<file path="config.mk">
export PLATFORM = sky130hd
export DESIGN_NAME = cache_repl_init_ctrl
export DESIGN_NICKNAME = d
export VERILOG_FILES = /design/src/rtl/cache_repl_init_ctrl.sv
export SDC_FILE = /design/constraint.sdc
export NUM_CORES = 1
export LEC_CHECK = 0
export ABC_AREA = 0
export CORE_MARGIN = 3
export CORE_UTILIZATION = 43
export CTS_CLUSTER_SIZE = 40
export DETAILED_ROUTE_END_ITERATION = 16
export PLACE_DENSITY_LB_ADDON = 0.05
export SLEW_MARGIN = 5
export SYNTH_ARGS = -nofsm -noshare
export SYNTH_HDL_FRONTEND = slang
export SYNTH_SLANG_ARGS = --single-unit
</file>
<file path="constraint.sdc">
create_clock -name clk -period 1.2 [get_ports clk]
set_input_delay 0.24 -clock clk [delete_from_list [all_inputs] [get_ports clk]]
set_output_delay 0.24 -clock clk [all_outputs]
set_load 0.005 [all_outputs]
</file>
<file path="src/rtl/cache_repl_init_ctrl.sv">
// Per-bank init/flush sequencer: sweeps every line index of the bank into the
// replacement and tag stores after reset and on each accepted flush.
module cache_repl_init_ctrl #(
  parameter int CACHE_SIZE     = 1024,
  parameter int LINE_SIZE      = 64,
  parameter int NUM_BANKS      = 1,
  parameter int NUM_WAYS       = 4,
  parameter int INIT_ON_RESET  = 1,
  parameter int LINES_PER_BANK = CACHE_SIZE / (LINE_SIZE * NUM_BANKS * NUM_WAYS),
  parameter int LINE_SEL_BITS  = (LINES_PER_BANK > 1) ? $clog2(LINES_PER_BANK) : 1
) (
  input  logic                     clk,
  input  logic                     reset,
  input  logic                     flush_valid,
  output logic                     flush_ready,
  input  logic                     pipe_empty,
  output logic                     init_valid,
  output logic [LINE_SEL_BITS-1:0] init_line,
  input  logic                     init_ready,
  output logic                     core_stall,
  output logic                     busy,
  output logic                     done_valid,
  input  logic                     done_ready
);

  typedef enum logic [2:0] {
    ST_START = 3'd0,
    ST_INIT  = 3'd1,
    ST_IDLE  = 3'd2,
    ST_DRAIN = 3'd3,
    ST_FLUSH = 3'd4,
    ST_DONE  = 3'd5
  } state_e;

  localparam logic [LINE_SEL_BITS-1:0] LAST_LINE = LINE_SEL_BITS'(LINES_PER_BANK - 1);
  localparam logic [LINE_SEL_BITS-1:0] LINE_ONE  = LINE_SEL_BITS'(1);

  state_e                   state_r;
  state_e                   state_nxt_s;
  logic [LINE_SEL_BITS-1:0] line_ctr_r;
  logic [LINE_SEL_BITS-1:0] line_ctr_nxt_s;
  logic                     beat_s;
  logic                     last_s;

  // init_valid is itself registered, so a beat never depends combinationally on state decode
  assign beat_s    = init_valid & init_ready;
  assign last_s    = (line_ctr_r == LAST_LINE);
  assign init_line = line_ctr_r;

  // Next-state and line counter logic
  always_comb begin
    state_nxt_s    = state_r;
    line_ctr_nxt_s = line_ctr_r;
    case (state_r)
      ST_START: begin
        if (INIT_ON_RESET != 0) begin
          state_nxt_s = ST_INIT;
        end else begin
          state_nxt_s = ST_IDLE;
        end
      end
      ST_INIT, ST_FLUSH: begin
        if (beat_s) begin
          if (last_s) begin
            line_ctr_nxt_s = '0;
            state_nxt_s    = (state_r == ST_INIT) ? ST_IDLE : ST_DONE;
          end else begin
            line_ctr_nxt_s = line_ctr_r + LINE_ONE;
            state_nxt_s    = state_r;
          end
        end else begin
          line_ctr_nxt_s = line_ctr_r;
          state_nxt_s    = state_r;
        end
      end
      ST_IDLE: begin
        if (flush_valid) begin
          state_nxt_s = ST_DRAIN;
        end else begin
          state_nxt_s = ST_IDLE;
        end
      end
      ST_DRAIN: begin
        if (pipe_empty) begin
          state_nxt_s = ST_FLUSH;
        end else begin
          state_nxt_s = ST_DRAIN;
        end
      end
      ST_DONE: begin
        if (done_ready) begin
          state_nxt_s = ST_IDLE;
        end else begin
          state_nxt_s = ST_DONE;
        end
      end
      default: begin
        state_nxt_s    = ST_START;
        line_ctr_nxt_s = '0;
      end
    endcase
  end

  // State, counter and outputs; outputs are decoded from the next state so they align with state_r
  always_ff @(posedge clk or posedge reset) begin
    if (reset) begin
      state_r     <= ST_START;
      line_ctr_r  <= '0;
      init_valid  <= 1'b0;
      flush_ready <= 1'b0;
      done_valid  <= 1'b0;
      core_stall  <= 1'b1;
      busy        <= 1'b1;
    end else begin
      state_r     <= state_nxt_s;
      line_ctr_r  <= line_ctr_nxt_s;
      init_valid  <= (state_nxt_s == ST_INIT) || (state_nxt_s == ST_FLUSH);
      flush_ready <= (state_nxt_s == ST_IDLE);
      done_valid  <= (state_nxt_s == ST_DONE);
      core_stall  <= (state_nxt_s != ST_IDLE);
      busy        <= (state_nxt_s != ST_IDLE);
    end
  end

endmodule

</file>
==> impl_metrics.tcl, run 1 <==
set metrics [dict create \
    status "complete, but fails checks" \
    violations "setup timing" \
    grt-ovfl-total 0 \
    routed_via_density 5.450 \
    yosys_warnings 0 \
    cp_max_fo 4 \
    hold_viol 0 \
    clkSinkCount 9 \
    drt_iter0_drc 2 \
    synth-seq-cells 9 \
    slew_headroom 0.7750 \
    ir_drop_v 0.001531 \
    clock_path_buffers 2 \
    dp_hpwl_um 1112 \
    cts-root-buf "clkbuf_4" \
    crit_path_start_kind "flip-flop" \
    nNetsFinal 94 \
    fin_crit_sh 1.112 \
    clkSlewWorstSetupHoldPaths_ps 70 \
    antenna_found_initial 0 \
    place_congestion 0.7442 \
    ant_nets 0 \
    grt_pass1_vias 564 \
    max_freq_mhz 749.4 \
    rsz0062_at_grt "yes" \
    cp.required_ps 1340 \
    final_cells 100 \
    finalCriticalPeriod_ps 1334 \
    clk_latency_ps 270 \
    seq_power_share 0.259 \
    p_sw_frac 0.3811 \
    cts_tree "built" \
    synth_sequential_area_ratio 0.3819 \
    totalWireLength_um 1483 \
    final_util 0.7521 \
    wl_per_cell_um 14.83 \
    fin_skew_ps 3.579 \
    row_count 12 \
    antennaDiodeCount 0 \
    p_switching_uw 890.7 \
    cp-end-kind "flip-flop" \
    syn_area_um2 593.1 \
    maxCapViolCount 0 \
    p_comb_frac 0.636 \
    grt_max_degree 14 \
    fin_area_um2 903.4 \
    p_leak_nw 0.4263 \
    synth_cell_types 32 \
    slew_violations 0 \
    start_util 0.4938 \
    synth_nets 63 \
    netlist_instances 56 \
    synthToLayoutAreaGrowth_pct 52.32 \
    p_per_area_nw_per_um2 2587 \
    die_w_um 43.14 \
    worstPathArrival_ps 1470 \
    drive_above_1_share 0.4884 \
    min_path_type "input port to asynchronous set/reset pin" \
    drc 0 \
    grt_pass1_wl_um 2484 \
    io_pins 13 \
    rrSetupSlack_ps -130 \
    dp.cells 91 \
    first_pass_iters 4 \
    worst_slack_ps -134.3 \
    htreeDepth 1 \
    setup_violations 7 \
    die-area_um2 1861 \
    core-area_um2 1201 \
    intPower_mw 1.447 \
    vias 545 \
    worstMarginPinSlew_ps 337.1 \
    final.setup.tns_ps -467.1 \
    grt_use_total 0.1836 \
    whs_ps 229.1 \
    clock_power_share 0.105 \
    syn_avg_cell_area_um2 10.59 \
    cts_buffers 3 \
    port_buffers 12 \
    crit_type "flip-flop to flip-flop" \
    die_h_um 43.14 \
    postPlaceCellArea_um2 803.3 \
]
-- per-stage QoR --
| stage | setup slack, ps | power (mW) |
|---|---|---|
| 6_report | -134.3 | 2.337 |
| 5_1_grt | -175.7 | 2.526 |
| 4_1_cts | -118.2 | 2.229 |
| 3_5_place_dp | -275.4 | 1.912 |
| 3_3_place_gp | -257.9 | 1.870 |
| 2_1_floorplan | -56.70 | 1.367 |
-- layout by cell type, fill, tap and decap left out, drive strengths merged, types with 2 or more instances in the layout --
cell	netlist	layout
and4bb	3	3
a22oi	2	2
o211ai	2	2
dfrtp	8	8
buf	4	21
inv	2	2
nor2b	2	2
o21ai	3	3
nand2	5	5
and4b	2	2
nand3	2	2
clkbuf	0	3
clkdlybuf4s50	0	5
a32o	2	2
and2b	2	2
dlygate4sd2	0	4
-- worst max-delay path: stages (launching register included) --
cell and delay [ps]:
dfrtp_1 360, buf_6 120, ha_4 150, and4bb_2 250, a311oi_2 210, o211ai_1 120
-- logic make-up (layout without fill, tap and decap cells) --
kind of cell / Yosys count / after routing / synth area share
simple gates: 23 / 23 / 0.2848
compound gates: 17 / 17 / 0.2363
buf+inv: 6 / 36 / 0.07594
fa+ha+maj: 1 / 1 / 0.02109
flops: 9 / 9 / 0.3819
-- power groups by stage --
stage | sequential [mW] | clock, mW | combinational [mW]
after floorplan | 0.595 | 0 | 0.772
after global placement | 0.630 | 0 | 1.24
after detailed placement | 0.643 | 0 | 1.27
after CTS | 0.612 | 0.250 | 1.37
after global routing | 0.629 | 0.277 | 1.62
final | 0.605 | 0.245 | 1.49
-- area by class of cell --
type	count	area, um2
Inverter	2	7.507
Timing Repair Buffer	30	249.0
Tap cell	14	17.52
Multi-Input combinational cell	41	372.9
Sequential cell	9	229.0
Clock inverter	1	5.005
Fill cell	93	297.8
Clock buffer	3	22.52
-- state kept, by name, summed over array words and instances, names as in the netlist --
name	flops
init_line	2
busy	1
flush_ready	1
done_valid	1
init_valid	1
state_r	3
-- synthesized netlist by cell type --
library cell / count / area, um2
inv_1: 2 / 7.510
a41oi_1: 1 / 8.760
a32o_1: 2 / 20.02
a22oi_1: 2 / 15.01
dfrtp_1: 8 / 200.2
a211oi_4: 1 / 20.02
a41o_1: 1 / 10.01
or3b_1: 1 / 8.760
nor2b_1: 2 / 12.51
a21oi_1: 1 / 5.000
a21boi_1: 1 / 7.510
a311oi_1: 1 / 8.760
and4bb_4: 1 / 16.27
ha_1: 1 / 12.51
a21o_1: 1 / 7.510
nor2_1: 1 / 3.750
and2_1: 1 / 6.260
o21a_1: 1 / 7.510
nand3_1: 2 / 10.01
or2_1: 1 / 6.260
o21ai_0: 3 / 15.01
o211ai_1: 2 / 15.01
buf_6: 2 / 22.52
nand2_1: 5 / 18.77
and2b_1: 2 / 15.01
and4bb_2: 2 / 25.02
and3_1: 1 / 6.260
dfstp_2: 1 / 26.28
nor4_2: 1 / 12.51
buf_4: 2 / 15.01
nor3b_1: 1 / 7.510
and4b_1: 2 / 20.02
-- layer usage --
metal,share of wire,GRT usage,vias to the layer above
li1,-,-,272
met1,0.38,0.2057,252
met2,0.54,0.3127,16
met3,0.047,0.02542,5
met4,0.030,0.1265,0
met5,0,0,-
-- timing repair --
action,in CTS,in global routing
setup endpoints to repair,15,9
endpoints found under the hold margin,0,0
cloned,0,0
hold buffers,0,0
setup buffers,4,2
resized for setup,24,5
pin swaps,12,0
-- worst paths after layout --
path	startpoint	endpoint	cells after the start
worst min-delay path	reset	init_line[1]$_DFFE_PP0P_	2
worst max-delay path	init_line[0]$_DFFE_PP0P_	init_line[0]$_DFFE_PP0P_	5
worst max register to register	init_line[0]$_DFFE_PP0P_	init_line[0]$_DFFE_PP0P_	5
worst min register to register	state_r[1]$_DFF_PP0_	state_r[2]$_DFF_PP0_	1
min in group clk	flush_valid	state_r[0]$_DFF_PP0_	3
max in group asynchronous	reset	busy$_DFF_PP1_	2
Power figures use the tool's default switching activity.
==> run 2, diff against run 1 <==
--- a/config.mk
+++ b/config.mk
@@ -6,7 +6,7 @@
 export NUM_CORES = 1
 export LEC_CHECK = 0
 export ABC_AREA = 0
-export CORE_MARGIN = 3
+export CORE_MARGIN = 8
 export CORE_UTILIZATION = 43
 export CTS_CLUSTER_SIZE = 40
 export DETAILED_ROUTE_END_ITERATION = 16
==> impl_metrics.tcl, run 2 (synthesis results as in run 1) <==
set metrics [dict create \
    final_util 0.6731 \
    status "complete, but fails checks" \
    fin_crit_sh 1.092 \
    clk_latency_ps 270 \
    drive_above_1_share 0.4353 \
    violations "setup timing" \
    rr_worst_depth 5 \
    dp_slack_ps -323.9 \
    clkSinkCount 9 \
    fillers 115 \
    nNetsFinal 93 \
    htreeDepth 1 \
    totalWireLength_um 1536 \
    final_cell_mix "15 x buf_4, 6 x dfrtp_1, 5 x nand2_1, 5 x clkdlybuf4s50_1, 4 x dlygate4sd2_1" \
    vias 570 \
    p_leak_nw 0.4121 \
    grt_max_degree 12 \
    grt_pass1_vias 554 \
    place_congestion 0.8030 \
    crit_path_start_kind "flip-flop" \
    ir_drop_v 0.001367 \
    worstMarginPinSlew_ps 339.7 \
    p_per_area_nw_per_um2 2640 \
    clkSlewWorstSetupHoldPaths_ps 70 \
    die_w_um 53.14 \
    worst_slack_ps -111.0 \
    slew_headroom 0.7733 \
    hold_viol 0 \
    die-area_um2 2823 \
    cts_tree "built" \
    worstPathArrival_ps 1490 \
    finalCriticalPeriod_ps 1311 \
    die_h_um 53.14 \
    cp-end-kind "flip-flop" \
    cp_max_fo 4 \
    top_usage_layer "met2" \
    final_cells 100 \
    antenna_found_initial 0 \
    grt_use_total 0.1267 \
    dp_hpwl_um 1162 \
    first_pass_iters 4 \
    drt_iter0_drc 4 \
    cts_buffers 3 \
    clock_path_buffers 2 \
    regMostFlops "state_r" \
    start_util 0.4558 \
    setup_violations 7 \
    port_buffers 12 \
    rsz0062_at_grt "yes" \
    r2r_start "init_line[1]$_DFFE_PP0P_" \
    cts-root-buf "clkbuf_4" \
    core-area_um2 1301 \
    postCtsHoldBufs 0 \
    use_met1 0.1338 \
    wl_per_cell_um 15.36 \
    routed_via_density 5.700 \
    rrSetupSlack_ps -110 \
    crit_type "flip-flop to flip-flop" \
    grt_pass1_wl_um 2559 \
    min_path_type "input port to asynchronous set/reset pin" \
    largest_reg_flops 3 \
    maxCapViolCount 0 \
    drc 0 \
    dp.cells 92 \
    max_freq_mhz 762.8 \
    row_count 13 \
    slew_violations 0 \
    fin_skew_ps 10.68 \
    antennaDiodeCount 0 \
    use_met2 0.2129 \
    cp.required_ps 1380 \
    synthToLayoutAreaGrowth_pct 47.68 \
    grt-ovfl-total 0 \
    gr-usage-met3 0.05042 \
    timing.rr.end "done_valid$_DFF_PP0_" \
    io_pins 13 \
    ant_nets 0 \
    layout_commonest_cell "buf_4" \
]
-- run 2: repair_timing --
item / CTS / global route
setup endpoints to repair: 14 / 8
pin swaps: 11 / 3
gates resized for setup: 22 / 3
hold endpoints to repair: 0 / 0
setup buffers: 4 / 0
-- run 2: metrics by stage --
stage	hold slack, ps	setup TNS (ps)	area [um2]	power, mW
finish	220.6	-460.7	875.8	2.313
global route	278.8	-1051	875.8	2.498
CTS	222.9	-594.6	873.3	2.313
detailed placement	527.0	-2132	804.5	1.945
global placement	517.6	-1985	804.5	1.914
floorplan	67.20	-56.70	605.6	1.367
-- run 2: area by class of cell --
type,instances,area [um2],area share
tap,15,18.77,0.02143
clock inverter,1,5.005,0.005714
timing repair buffer,29,241.5,0.2757
clock buffer,3,22.52,0.02571
sequential,9,229.0,0.2614
inverter,2,7.507,0.008571
multi-input combinational,41,351.6,0.4014
-- run 2: metal layers --
| layer | part of all wire | routed length [um] |
|---|---|---|
| met5 | 0 | 0 |
| met1 | 0.40 | 609 |
| met3 | 0.045 | 69 |
| met2 | 0.55 | 844 |
| met4 | 0.0078 | 12 |
-- run 2: worst max path at each step --
stage                     cells after the start                        to  slack [ps]                      from
after floorplan                               4  init_line[0]$_DFFE_PP0P_         -60  init_line[0]$_DFFE_PP0P_
after global placement                        4            busy$_DFF_PP1_        -320                pipe_empty
after detailed placement                      4      done_valid$_DFF_PP0_        -320                pipe_empty
after CTS                                     5  init_line[0]$_DFFE_PP0P_        -150  init_line[1]$_DFFE_PP0P_
after global routing                          5  init_line[0]$_DFFE_PP0P_        -180  init_line[0]$_DFFE_PP0P_
final                                         5      done_valid$_DFF_PP0_        -110  init_line[1]$_DFFE_PP0P_
-- run 2: worst max-delay path, cell delays in order (launching register included) --
cell	delay, ps
dfrtp_1	390
buf_6	130
ha_4	160
a41o_1	230
a21o_1	170
a21boi_1	140
-- run 2: report_power, final --
group	total, mW	internal, mW	switching [mW]
Combinational	1.48	0.862	0.616
Clock	0.243	0.123	0.120
Sequential	0.591	0.465	0.126
